===== src/rtl/if_pkg.sv =====
`default_nettype none
// +----------------------------------------------------------------------+
// | Module  : if_pkg                                                     |
// | Brief   : Shared defaults, fetch state encoding and PC alignment.    |
// | Revision: 1.0                                                        |
// +----------------------------------------------------------------------+
package if_pkg;

  localparam logic [31:0] C_NOP_INSN = 32'h0000_0013;
  localparam logic [31:0] C_RESET_PC = 32'h0000_0000;

  typedef enum logic [1:0] {
    IDLE  = 2'd0,
    FETCH = 2'd1,
    HOLD  = 2'd2,
    DRAIN = 2'd3
  } fetch_state_t;

  function automatic logic [31:0] word_align(input logic [31:0] addr);
    return {addr[31:2], 2'b00};
  endfunction

endpackage
`default_nettype wire


===== src/rtl/if_hold_buf.sv =====
`default_nettype none
// +----------------------------------------------------------------------+
// | Module  : if_hold_buf                                                |
// | Brief   : One-entry (insn, pc) buffer for a word returned under stall|
// | Revision: 1.0                                                        |
// +----------------------------------------------------------------------+
module if_hold_buf
  import if_pkg::*;
(
  input  logic        clk,
  input  logic        rst_n,
  input  logic        i_load,
  input  logic        i_clear,
  input  logic [31:0] i_insn,
  input  logic [31:0] i_pc,
  output logic        o_valid,
  output logic [31:0] o_insn,
  output logic [31:0] o_pc
);

  logic        r_valid;
  logic [31:0] r_insn;
  logic [31:0] r_pc;

  // Clear wins so a flush in the same cycle never leaves a stale entry.
  always_ff @(posedge clk or negedge rst_n) begin
    if (!rst_n) begin
      r_valid <= 1'b0;
      r_insn  <= C_NOP_INSN;
      r_pc    <= 32'h0;
    end else if (i_clear) begin
      r_valid <= 1'b0;
    end else if (i_load) begin
      r_valid <= 1'b1;
      r_insn  <= i_insn;
      r_pc    <= i_pc;
    end
  end

  assign o_valid = r_valid;
  assign o_insn  = r_insn;
  assign o_pc    = r_pc;

endmodule
`default_nettype wire


===== src/rtl/if_stage.sv =====
`default_nettype none
// +----------------------------------------------------------------------+
// | Module  : if_stage                                                   |
// | Brief   : Instruction fetch + IF/ID register with stall/redirect.    |
// |           Define IF_MISALIGN_TRAP_EN to add the fetch_misalign flag. |
// | Revision: 1.0                                                        |
// +----------------------------------------------------------------------+
module if_stage
  import if_pkg::*;
#(
  parameter logic [31:0] RESET_PC = C_RESET_PC,
  parameter logic [31:0] NOP_INSN = C_NOP_INSN
) (
  input  logic        clk,
  input  logic        rst_n,
  output logic        imem_req,
  output logic [31:0] imem_addr,
  input  logic        imem_ready,
  input  logic [31:0] imem_rdata,
  input  logic        stall,
  input  logic        redirect,
  input  logic [31:0] redirect_pc,
  output logic [31:0] ir2,
  output logic [31:0] pc2,
  output logic        valid2
`ifdef IF_MISALIGN_TRAP_EN
  ,
  output logic        fetch_misalign
`endif
);

  fetch_state_t r_state;
  logic [31:0]  r_pc;
  logic [31:0]  r_drain_addr;
  logic [31:0]  w_redirect_target;
  logic         w_buf_load;
  logic         w_buf_clear;
  logic         w_buf_valid;
  logic [31:0]  w_buf_insn;
  logic [31:0]  w_buf_pc;

  assign w_redirect_target = word_align(redirect_pc);

  // DRAIN keeps presenting the abandoned address until its response arrives.
  assign imem_req  = (r_state == FETCH) || (r_state == DRAIN);
  assign imem_addr = (r_state == DRAIN) ? r_drain_addr : r_pc;

  assign w_buf_load  = !redirect && (r_state == FETCH) && imem_ready && stall;
  assign w_buf_clear = redirect || ((r_state == HOLD) && !stall);

  if_hold_buf u_hold_buf (
    .clk     (clk),
    .rst_n   (rst_n),
    .i_load  (w_buf_load),
    .i_clear (w_buf_clear),
    .i_insn  (imem_rdata),
    .i_pc    (r_pc),
    .o_valid (w_buf_valid),
    .o_insn  (w_buf_insn),
    .o_pc    (w_buf_pc)
  );

  always_ff @(posedge clk or negedge rst_n) begin
    if (!rst_n) begin
      r_state      <= IDLE;
      r_pc         <= RESET_PC;
      r_drain_addr <= RESET_PC;
      ir2          <= NOP_INSN;
      pc2          <= 32'h0;
      valid2       <= 1'b0;
    end else if (redirect) begin
      ir2    <= NOP_INSN;
      valid2 <= 1'b0;
      r_pc   <= w_redirect_target;
      case (r_state)
        FETCH: begin
          if (!imem_ready) begin
            r_state      <= DRAIN;
            r_drain_addr <= r_pc;
          end
        end
        DRAIN:   r_state <= DRAIN;
        default: r_state <= FETCH;
      endcase
    end else begin
      case (r_state)
        IDLE: r_state <= FETCH;
        FETCH: begin
          if (imem_ready) begin
            r_pc <= r_pc + 32'd4;
            if (stall) begin
              r_state <= HOLD;
            end else begin
              ir2    <= imem_rdata;
              pc2    <= r_pc;
              valid2 <= 1'b1;
            end
          end else if (!stall) begin
            ir2    <= NOP_INSN;
            valid2 <= 1'b0;
          end
        end
        HOLD: begin
          if (!stall) begin
            ir2     <= w_buf_insn;
            pc2     <= w_buf_pc;
            valid2  <= w_buf_valid;
            r_state <= FETCH;
          end
        end
        DRAIN: begin
          if (imem_ready) r_state <= FETCH;
        end
        default: r_state <= IDLE;
      endcase
    end
  end

`ifdef IF_MISALIGN_TRAP_EN
  always_ff @(posedge clk or negedge rst_n) begin
    if (!rst_n) fetch_misalign <= 1'b0;
    else        fetch_misalign <= redirect && (redirect_pc[1:0] != 2'b00);
  end
`endif

endmodule
`default_nettype wire

===== config.mk =====
export PLATFORM = sky130hd
export DESIGN_NAME = if_stage
export DESIGN_NICKNAME = d
export VERILOG_FILES = /design/src/rtl/if_pkg.sv /design/src/rtl/if_hold_buf.sv /design/src/rtl/if_stage.sv
export SDC_FILE = /design/constraint.sdc
export NUM_CORES = 1
export LEC_CHECK = 0
export BUFFER_PORTS_ARGS = -buffer_cell sky130_fd_sc_hd__buf_2
export CAP_MARGIN = 25
export CORE_MARGIN = 4
export CORE_UTILIZATION = 46
export DETAILED_ROUTE_END_ITERATION = 6
export HOLD_SLACK_MARGIN = 0.03
export PLACE_DENSITY_LB_ADDON = 0.3
export SLEW_MARGIN = 10
export SYNTH_ARGS = -nofsm -noshare
export SYNTH_HDL_FRONTEND = slang
export SYNTH_SLANG_ARGS = --single-unit

===== constraint.sdc =====
create_clock -name clk -period 2.43 [get_ports clk]
set_clock_uncertainty 0.1 [all_clocks]
set_input_delay 0.1215 -clock clk [delete_from_list [all_inputs] [get_ports clk]]
set_output_delay 0.1215 -clock clk [all_outputs]
set_load 0.03 [all_outputs]

==> results.txt <==
- Layout Area Growth over Synthesis: 28.22%
- The final-report hold violation count came to 0.
- OpenSTA, run right after detailed placement, puts the worst setup slack at 0.1307 ns.
* Average routed wire per standard cell: 17.50 um
- The core region is 0.01883 sq mm.
- # clock sinks: 188
- Traced cell by cell, the critical path runs through inv_1 -> ha_2 -> nand3_1 -> or4_4 -> or4b_1 -> a31oi_1.
* Max incr delay on CP: 0.58 ns
- The number of antenna violations at the first check in global routing was 0.
- Of the cells placed in the final design, the portion with a size suffix greater than 1 is 35.19%.
- Arithmetic-cell share of the synthesized area counting full adders, half adders and majority gates: 0.5629%
- Vias/cell: 5.419
* Maximum clock frequency: 434.0 MHz
- Clock Latency Late Sink: 0.44 ns
- Outcome: finished, final reports clean
* Post-synthesis sequential area ratio: 53.00%
- The pre-antenna-repair detailed-routing pass consisted of 5 iterations.
- Maxcap violations: 0
* Clk slew on worst S/H paths: 0.08 ns
* Hold Path Class: in2async
* Mux cell area share after synthesis: roughly 18%
- Port buffering added 160 buffers.
- Once detail routing completed, the nets flagged for antenna violations numbered 0.
- Entering global routing, the biggest net connects between 70 and 80 pins.
* Share of the synthesized area in the top cell type: 51.22%
- The routed design has 22500 um of wire.
* Cell variety after synth: between 40 and 50
- RSZ-0062 raised after global routing: no
- Layout fillers: ~1600
- Static leakage: 0.004924 uW
* Data arrival time at the worst-slack endpoint: 2.55 ns
* GR met3 Demand/Resource: 3.886%
* Number of antenna diodes: 0
* Register area: 0.004712 sq mm
- Number of DRC markers after the initial detailed-route iteration: 524
* Met2 demand-to-capacity share in global routing: 33.42%
- Most frequently used cell type in the post-synthesis netlist: sky130_fd_sc_hd__dfrtp_1
* Maximum vdd ir drop: 724.3 uV
- The worst setup path is launched from a register.
- Worst slack on hold paths: about 0.11 ns
- Yosys attributes the largest share of cell area to sky130_fd_sc_hd__dfrtp_1 51%, sky130_fd_sc_hd__mux2_2 14%, sky130_fd_sc_hd__mux2i_1 4.2%.
- On the critical path, the stage with the largest delay is an instance of sky130_fd_sc_hd__or4_4.
- Number of CTS-inserted buffers: 17
* Global-route wire length before repair: about 37000 um
- Number of enable-type register cells in the synthesized netlist: 0
* Count of warnings emitted by yosys: 0
* Die area: 0.02162 sq mm
- For the pin with the worst max-slew slack, the measured transition is 0.5434 ns.
- Most instantiated cells after synthesis: 182 x sky130_fd_sc_hd__dfrtp_1, 107 x sky130_fd_sc_hd__mux2_2, 77 x sky130_fd_sc_hd__nand2_1
- Along the worst path, the maximum fanout reaches 5.
- Counting I/O delays and the setup requirement, the final critical path takes 2.304 ns.
- Row generation in the floorplan step produced 50 rows.
- The global routing stage identified its most utilized layer as met2.
- Worst path setup slack after routing: 0.1260 ns
* Sort of element at the end of the critical path: register
- Synth Area in Compound Gates: 13.64%
- TritonCTS built the clock tree.
* Primary FF master, synth: sky130_fd_sc_hd__dfrtp_1
* Number of top-level design ports: 167
- Max Buffers Root-to-Sink: 2
- In the final timing run, aggregate negative setup slack is 0 ns.
- The number of buffers and inverters on the critical path is 1.
- Proportion of synthesized flip-flops having asynchronous set or reset: 100.0%
* Dominant combinational cell family by area after synthesis: multiplexers
- Summing all multi-input logic gate instances after layout gives 0.003842 sq mm.
- Congestion Overflow GR: 0
* CTS root buf: sky130_fd_sc_hd__clkbuf_16
- Final clock period utilization by the worst path: a little over nine tenths
* Largest delay share family, worst path: simple AND/OR/NAND/NOR gates
- Counting flops and latches in the post-synthesis netlist gives 188.
* Netlist Area Pre-Place: between 0.008 and 0.009 sq mm
- For this run, design rule violations remaining after detail routing come to 0.
- H-Tree Depth: 4
- Detailed placement finished with a half-perimeter wire length of 14970 um.
- At the end of the flow the core is filled with cells to 60.54%.
- Global routing consumed, on the met1 layer, between 20 and 30% of the routing resources.
- The critical path is of the reg2reg type.
- Areal power density over the cells: approximately 1200 mW/mm^2
- Reg2reg setup slack: approximately 0.13 ns
* Post-layout net count: 1086
* Number of instances in the synthesized netlist: 804
- Height of the die: approximately 150 um
- Detailed routing inserted a total of 6969 vias.
- Simple logic cell fraction of the synthesized area: 9.372%
- Setup violations remaining at the end of the flow were counted as 0.
- In this run the horizontal extent of the chip is 147.0 um.
- Final Wtd Congestion: roughly 0.86
- A synthesized cell averages 11.06 sq um.
- Overall track demand over capacity in global routing: 21.09%
- Yosys top cell by area: sky130_fd_sc_hd__dfrtp_1
- Vias in the first global route: ~7000
- For this configuration, the core starts out at a cell density of 47.22%.
- Synthesized-area fraction occupied by xor and xnor cells: 1.281%
* Relative slew slack: 63.69%
* Max Transition Viols Final: 0
- Data required time at the worst endpoint: 2.68 ns
[cell usage in the layout, fill, tap and decap left out, drive strengths merged, types with 2 or more instances in the layout]
cell | Yosys | final
o21ai | 36 | 36
nor3 | 6 | 6
clkinv | 0 | 3
nor2b | 6 | 6
xor2 | 5 | 5
nand3 | 14 | 14
nor4 | 9 | 9
clkbuf | 56 | 19
conb | 1 | 4
xnor2 | 8 | 8
o41ai | 2 | 2
dfrtp | 182 | 182
and4 | 2 | 2
dfstp | 6 | 6
nor4b | 2 | 2
or4 | 8 | 8
dlygate4sd3 | 0 | 66
o22ai | 4 | 4
mux2 | 107 | 107
buf | 26 | 202
and3 | 2 | 2
clkinvlp | 0 | 3
inv | 10 | 17
or3 | 3 | 3
a22oi | 31 | 31
nand4 | 14 | 14
nand2 | 77 | 77
a31oi | 43 | 43
a21oi | 35 | 35
o31ai | 35 | 35
o21a | 2 | 2
mux2i | 37 | 37
ha | 4 | 4
nor2 | 23 | 23
[final timing paths]
path | cells past startpoint | from | endpoint
worst max-delay path | 6 | r_state[1] | r_pc[30]
worst max register to register | 6 | r_state[1] | r_pc[30]
worst min register to register | 2 | ir2[26] | ir2[26]
max in group asynchronous | 3 | rst_n | u_hold_buf.o_pc[5]
min in group clk | 4 | redirect_pc[11] | r_pc[11]
worst min-delay path | 2 | rst_n | pc2[18]
[where the power goes]
| group | leakage, uW | internal, uW | switching (uW) |
|---|---|---|---|
| registers | 0.00223 | 4320 | 634 |
| clock network | 0.000281 | 1480 | 1300 |
| logic | 0.00241 | 2170 | 3330 |
| total | 0.00492 | 7970 | 5260 |
[kinds of logic (layout without fill, tap and decap cells)]
kind of cell | Yosys count | count (layout)
AO/OA/AOI/OAI | 192 | 192
flip-flops | 188 | 188
AND/OR/NAND/NOR | 170 | 170
multiplexers | 144 | 144
buffers and inverters | 92 | 311
XOR/XNOR | 13 | 13
adder cells (fa/ha/maj) | 4 | 4
other | 1 | 4
[layout make-up]
cell class                      count  share of cell area (%)
Clock buffer                       18                   3.852
Clock inverter                     14                   1.317
Inverter                           10                  0.3293
Multi-Input combinational cell    527                   33.71
Sequential cell                   188                   41.33
Tap cell                          260                   2.854
Timing Repair Buffer              269                   16.61
[flip-flops by register name, summed over array words and instances, names as in the netlist]
register            count
u_hold_buf.o_insn      32
r_drain_addr           30
pc2                    30
ir2                    32
r_pc                   30
u_hold_buf.o_pc        30
r_state                 2
valid2                  1
u_hold_buf.o_valid      1
[metal layers]
metal	up-vias	wire length [um]
li1	3350	-
met3	25	871
met2	160	10820
met5	-	0
met1	3434	10420
met4	0	391
[stage by stage]
stage                     instances  power [uW]  cell area, sq um
after floorplan                 807        8713              8902
after global placement         1188       10280             10150
after detailed placement       1188       10430             10150
after CTS                      1286       13300             11400
after global routing           1286       13980             11400
final                          1286       13220             11400
[timing repair]
action | CTS | global route
gates resized for setup | 0 | 1
endpoints found under the setup margin | 0 | 1
hold endpoints to repair | 209 | 0
hold buffers | 66 | 0
buffers inserted | 0 | 0
Power figures use the tool's default switching activity.
